<file path="config.mk">
export PLATFORM = sky130hd
export DESIGN_NAME = pipe_ctrl
export DESIGN_NICKNAME = d
export VERILOG_FILES = /design/src/rtl/pipe_ctrl.sv
export SDC_FILE = /design/constraint.sdc
export NUM_CORES = 1
export LEC_CHECK = 0
export ABC_AREA = 1
export CAP_MARGIN = 10
export CORE_MARGIN = 8
export CORE_UTILIZATION = 45
export DETAILED_ROUTE_END_ITERATION = 6
export PLACE_DENSITY = 0.78
export RECOVER_POWER = 25
export SLEW_MARGIN = 40
export SYNTH_ARGS = -nofsm -noshare
export SYNTH_HDL_FRONTEND = slang
export SYNTH_SLANG_ARGS = --single-unit
</file>
<file path="constraint.sdc">
create_clock -name clk -period 2.25 [get_ports clk]
set_clock_uncertainty 0.05 [all_clocks]
set_input_delay 0.45 -clock clk [delete_from_list [all_inputs] [get_ports clk]]
set_output_delay 0.45 -clock clk [all_outputs]
set_load 0.01 [all_outputs]
</file>
<file path="src/rtl/pipe_ctrl.sv">
// Pipeline hazard and sequencing controller for the 5-stage integer core.
// Drives the PC, IF/ID and ID/EX stall/flush controls for load-use bubbles,
// taken branches resolved in EX, and fixed-latency multi-cycle EX ops.
// Optional build macro PIPE_PERF_CNT_EN adds stall-cycle and flush counters.
module pipe_ctrl #(
  parameter int MC_LAT = 32,
  parameter int CNT_W  = 8
) (
  input  logic       clk,
  input  logic       rst,
  input  logic [4:0] id_reg1addr,
  input  logic       id_reg1en,
  input  logic [4:0] id_reg2addr,
  input  logic       id_reg2en,
  input  logic [4:0] ex_rd,
  input  logic       ex_regwe,
  input  logic       ex_is_load,
  input  logic       ex_mc_start,
  input  logic       ex_br_taken,
  output logic       stall_pc,
  output logic       stall_if_id,
  output logic       stall_id_ex,
  output logic       flush_if_id,
  output logic       flush_id_ex,
  output logic       mc_busy,
`ifdef PIPE_PERF_CNT_EN
  output logic       mc_done,
  output logic [31:0] perf_stall_cyc,
  output logic [31:0] perf_flush_cnt
`else
  output logic       mc_done
`endif
);

  typedef enum logic {RUN, MC_WAIT} state_t;

  state_t           state, state_nxt;
  logic [CNT_W-1:0] mc_cnt, mc_cnt_nxt;
  logic             hz1, hz2, lu;

  // Load-use match against the EX destination; x0 never creates a hazard.
  always_comb begin
    hz1 = ex_is_load & ex_regwe & id_reg1en & (id_reg1addr == ex_rd) & (ex_rd != 5'd0);
    hz2 = ex_is_load & ex_regwe & id_reg2en & (id_reg2addr == ex_rd) & (ex_rd != 5'd0);
    lu  = hz1 | hz2;
  end

  // State and multi-cycle counter register.
  always_ff @(posedge clk) begin
    if (rst) begin
      state  <= RUN;
      mc_cnt <= '0;
    end else begin
      state  <= state_nxt;
      mc_cnt <= mc_cnt_nxt;
    end
  end

  // Next state and same-cycle controls; branch beats multi-cycle beats load-use.
  always_comb begin
    state_nxt   = state;
    mc_cnt_nxt  = mc_cnt;
    stall_pc    = 1'b0;
    stall_if_id = 1'b0;
    stall_id_ex = 1'b0;
    flush_if_id = 1'b0;
    flush_id_ex = 1'b0;
    mc_busy     = 1'b0;
    mc_done     = 1'b0;
    if (!rst) begin
      unique case (state)
        RUN: begin
          if (ex_br_taken) begin
            // A concurrent ex_mc_start is illegal and dropped here.
            flush_if_id = 1'b1;
            flush_id_ex = 1'b1;
          end else if (ex_mc_start) begin
            stall_pc    = 1'b1;
            stall_if_id = 1'b1;
            stall_id_ex = 1'b1;
            mc_busy     = 1'b1;
            state_nxt   = MC_WAIT;
            // Issue cycle counts toward MC_LAT; WAIT runs MC_LAT-1 cycles.
            mc_cnt_nxt  = CNT_W'(MC_LAT - 2);
          end else if (lu) begin
            // One bubble: the load reaches MEM next cycle and forwarding takes over.
            stall_pc    = 1'b1;
            stall_if_id = 1'b1;
            flush_id_ex = 1'b1;
          end
        end
        MC_WAIT: begin
          stall_pc    = 1'b1;
          stall_if_id = 1'b1;
          stall_id_ex = 1'b1;
          mc_busy     = 1'b1;
          if (mc_cnt == '0) begin
            mc_done   = 1'b1;
            state_nxt = RUN;
          end else begin
            mc_cnt_nxt = mc_cnt - 1'b1;
          end
        end
        default: state_nxt = RUN;
      endcase
    end
  end

`ifdef PIPE_PERF_CNT_EN
  // Free-running performance counters; wrap naturally at 32 bits.
  always_ff @(posedge clk) begin
    if (rst) begin
      perf_stall_cyc <= '0;
      perf_flush_cnt <= '0;
    end else begin
      if (stall_pc)    perf_stall_cyc <= perf_stall_cyc + 32'd1;
      if (flush_if_id) perf_flush_cnt <= perf_flush_cnt + 32'd1;
    end
  end
`endif

endmodule
</file>
### Word level (Yosys, flattened, before mapping)

Index checks and enable logic that the tools add are counted.

| word-level totals | value |
|---|---|
| register bits | 9 |
| logic and storage cells | 45 |

| cells by class | value |
|---|---|
| $add $sub $neg | 1 |
| equality and inequality tests | 5 |
| multiplexer cells | 25 |
| bitwise gates (word level) | 9 |
| reductions and logical operators | 3 |

Operators with widths:

| kind | count |
|---|---|
| 8-bit two-way mux | 3 |
| 1-bit two-way mux | 18 |
| 8-bit one-hot mux with 2 select lines | 1 |
| 5-bit == test | 2 |
| 8-bit zero test | 1 |
| 8-bit by 1-bit subtractor with 8-bit output, second input constant | 1 |
| 1-bit bitwise AND | 7 |
| 2-bit inequality test, second input constant | 3 |
| 1-bit one-hot mux with 2 select lines | 3 |
| 5-bit nonzero test | 1 |
| 3-bit AND reduction | 1 |
| 1-bit inverter | 1 |
| 1-bit bitwise OR | 1 |

### Longest topological paths before layout

Gate-level depths: netlist of the first run.

| logic depth | value |
|---|---|
| depth in word-level cells | 10 |
| gate-level depth with buffers | 10 |
| gate-level depth less buffers | 10 |

### Least setup slack after synthesis of the first run

Ideal clock, no wire load.

| timing path | value |
|---|---|
| path type | input port to output port |
| start | in ex_rd[2] |
| end | out stall_pc |
| arrival | 1.271 ns |
| required time | 1.750 ns |
| setup slack | 0.479 ns |
| cell stages on the path | 9 |
| buffers on the path | 1 |
| cell sequence | inv_1 nand2_1 nand2_1 nor2_1 nand3_1 nand2_1 nand2_1 a21oi_1 buf_4 |

| between the ends | value |
|---|---|
| longest elaborated chain between the ends | 9 |
| elaborated cells between the ends (all ways) | 13 |
| classes of those cells | eq/ne: 2; mux: 5; bitwise: 5; reduce/logical: 1 |

Ends and longest elaborated chain:

| what | line | text |
|---|---|---|
| start: declaration | 15 | `input logic [4:0] ex_rd,` |
| 5-bit == test (on tied branches) | 43, 44 |  |
| 1-bit bitwise AND (on tied branches) (2 in series) | 43, 44 |  |
| 1-bit bitwise OR (*) | 45 | `lu = hz1 \| hz2;` |
| 1-bit two-way mux (*) (3 in series) | - |  |
| 1-bit one-hot mux with 2 select lines (*) | - |  |
| 1-bit two-way mux (*) | - |  |
| end: declaration | 20 | `output logic stall_pc,` |

Mark *: on every way between the ends. The rest lies on a longest branch, timed or not.

### Worst setup path in the final report of the first run

| timing path | value |
|---|---|
| start | in ex_mc_start |
| end | out flush_id_ex |

| between the ends | value |
|---|---|
| longest elaborated chain between the ends | 4 |

Ends and longest elaborated chain:

| what | line | text |
|---|---|---|
| start: declaration | 18 | `input logic ex_mc_start,` |
| 1-bit two-way mux | 77 | `end else if (ex_mc_start) begin` |
| 1-bit two-way mux | 73 | `if (ex_br_taken) begin` |
| 1-bit two-way mux | 71 | `unique case (state)` |
| 1-bit two-way mux | 70 | `if (!rst) begin` |
| end: declaration | 24 | `output logic flush_id_ex,` |

Every way passes these cells.

==> key figures, run 1 <==
Outcome
  • Status: finished clean

STA
  • Worst hold slack: 0.432 ns
  • Tcrit/Tclk final: 0.939
  • Period minus WS final: 2.11 ns
  • Worst-margin pin slew: roughly 0.39 ns
  • # setup viols final: 0
  • RSZ-0062 raised after global routing: false
  • TNS Setup: 0 ns
  • Rel. slew slack: 0.738
  • Max Fclk: about 0.47 GHz
  • Endpoints failing hold: 0
  • Slew Limit Fails: 0

Final layout
  • Final net count: between 200 and 250
  • Area Overhead vs Synth: 43.9%
  • Cell Count, Final, Fillers Out: around 210
  • Antenna cells: 0
  • Layout cells sized above 1: 0.171
  • Layout fillers: 172

Yosys
  • Yosys reg bits: 9
  • Synth warn: 0
  • Cells after synthesis: ~150
  • Post-Synth Simple-Gate Area: 0.497
  • Mux contribution to synthesized area: 0
  • Syn nets: between 150 and 200
  • Syn_area_per_cell: ~5.5 um2
  • Register area share after synthesis: 0.214
  • Largest family of logic cells by synthesized area: simple AND/OR/NAND/NOR gates
  • Adder-Cell Fraction of Synth Area: 0.0149
  • Fraction of the mapped netlist area in compound gates: 0.103
  • Synthesized cell area: 841 um2
  • Cell variety after synth: 21
  • Post-Synth XOR/XNOR Area: 0.0104

Clock tree
  • Clock slew at reported path FFs: around 0.06 ns
  • CTS Buf Count: 3
  • Longest Clk Path Bufs: 2
  • Hold bufs inserted after CTS: 0
  • Worst-Skew Late Latency: 0.27 ns
  • CTS tree: done
  • Num Clock Sinks: 9
  • Post-CTS Setup Inserts: 0
  • H-tree depth: 1
  • Root cell of the clock tree: clkbuf_4

Worst setup path
  • R2R Setup Slk: about 0.45 ns
  • Crit path max-delay cell type: clkdlybuf4s50_1
  • Worst-path cell chain: clkdlybuf4s50_1, nor2_2, a21oi_4, or2_2, a21oi_2, buf_2
  • Setup crit start: ex_mc_start
  • Critical Path Source Type: input port
  • CP max stage delay: ~0.41 ns
  • Crit path max fanout: 2
  • CP endpoint kind: output pin
  • Crit path max-delay family: buffers and inverters
  • CP arrival: 1.61 ns
  • Worst reg2reg path startpoint: mc_cnt[0]
  • Crit path buf inv count: 2
  • Reg2reg end: mc_cnt[7]
  • Critical Path RT: roughly 1.8 ns
  • Worst R2R Path Depth: 10
  • Crit path kind: in -> out

Route
  • DR vias/cell: roughly 4.8
  • Drt drc: 0
  • Drt total wl: about 2400 um
  • Routed vias: between 1k and 1.5k
  • DRT Pass-1 Iters: 4
  • Post-detailed-route count of antenna-violating nets: 0
  • Avg WL per Cell: approximately 11 um
  • Initial DRC count: 14

Floorplan
  • Core box area: approximately 1700 um2
  • Initial core utilization: 0.482
  • Die area: between 3000 and 4000 um2
  • Die height: 59.2 um
  • FP Rows: 15
  • Die X: 59.2 um
  • I/O Pins: 30

Place
  • Routability congestion estimate: just under 0.9
  • HPWL Detailed: 1970 um
  • Placed insts: 208
  • Number of buffers added on ports: 29

Power and ir drop
  • Pleak: about 0.00072 uW
  • VDD IR max: 337 uV
  • PwrDens: about 440 nW/um2

Global route
  • Vias in the first global route: roughly 970
  • First-pass GRT wire length: 4050 um
  • Gr usage total: 0.151
  • Initial antenna violation count: 0
  • GR Overflow Total: 0
  • Pin count of the biggest net entering global routing: 13

Flow run
  • MaxCap Viol Count: 0

Min path
  • Hold/Removal Path Class: reg -> reg
  • Hold depth: 2
  • Hold path startpoint: mc_cnt[4]
  • Worst Hold Path EP: mc_cnt[4]
-- flip-flops by register name, indices dropped and copies added (netlist names) --
name    count
mc_cnt      8
state       1
-- metal layers --
metal	wire length [um]	part of all wire	up-vias	track usage
met4	63	0.026	0	0.0819
met2	1260	0.52	18	0.271
met3	97	0.040	7	0.0499
met5	0	0	-	0
li1	-	-	533	-
met1	1010	0.42	451	0.148
-- worst min-delay path, stage by stage (launching register included) --
cell and delay [ns]:
dfxtp_1 0.32, nand2_1 0.06, a21oi_1 0.06
-- logic make-up (layout without fill, tap and decap cells) --
kind of cell	Yosys count	in the layout
compound gates	15	15
simple gates	96	96
buf+inv	30	65
xor+xnor	1	1
fa+ha+maj	1	1
flops	9	9
-- placed cells by master, fill, tap and decap left out, drive strengths merged, types with 2 or more instances in the layout --
cell type / n
nand2: 53
nor2: 26
inv: 25
nand3: 14
a21oi: 11
dlymetal6s2s: 10
buf: 10
dfxtp: 9
clkdlybuf4s50: 8
dlygate4sd2: 8
o21ai: 4
clkbuf: 4
or2: 2
-- metrics by stage --
step	instance area, um2	util	total power, uW	setup WS, ns
floorplan	841	-	331	0.479
finish	1210	0.693	537	0.138
global placement	1170	0.672	411	-0.427
detailed placement	1170	0.672	417	-0.472
CTS	1190	0.680	544	0.000331
global route	1210	0.693	578	0.0261
-- cells in the mapped netlist (all sizes together) --
library cell	instances	area, um2
nand2	53	206
nor2	26	118
inv	25	93.8
nand3	14	75.1
a21oi	11	66.3
dfxtp	9	180
buf	4	37.5
o21ai	4	20.0
or2	2	12.5
clkbuf	1	3.75
ha	1	12.5
nand4	1	6.26
xor2	1	8.76
-- final cells by class --
| cell class | instances | area, um2 | share of cell area |
|---|---|---|---|
| Multi-Input combinational cell | 113 | 536 | 0.443 |
| Timing Repair Buffer | 36 | 343 | 0.283 |
| Sequential cell | 9 | 180 | 0.149 |
| Inverter | 25 | 93.8 | 0.0776 |
| Tap cell | 25 | 31.3 | 0.0259 |
| Clock buffer | 4 | 26.3 | 0.0217 |
-- power by group --
group	internal, uW	total (uW)	switching, uW	leakage [uW]
logic	99.9	224	124	0.000628
clock network	68.6	129	60.6	0.0000150
registers	173	184	11.0	0.0000740
-- timing repair --
action	4_1_cts	5_1_grt
pin swaps	1	8
endpoints found under the setup margin	7	3
hold endpoints to repair	0	0
resized for setup	25	12
-- how the worst max path moves through the flow --
stage,endpoint,depth (start not counted)
floorplan,stall_pc,9
global placement,stall_if_id,10
detailed placement,stall_if_id,10
CTS,stall_if_id,10
global route,mc_done,7
finish,flush_id_ex,6
Power figures use the tool's default switching activity.
==> inputs of run 2 (changes only) <==
Settings changed: HOLD_SLACK_MARGIN from default to 0.05.
==> results of run 2 <==
Final layout, timing and power as in run 1 (identical DEF).
==> inputs of run 3 (changes only) <==
Settings changed: GPL_ROUTABILITY_DRIVEN from default to 0.
==> results of run 3 <==
Final layout, timing and power as in run 1 (identical DEF).
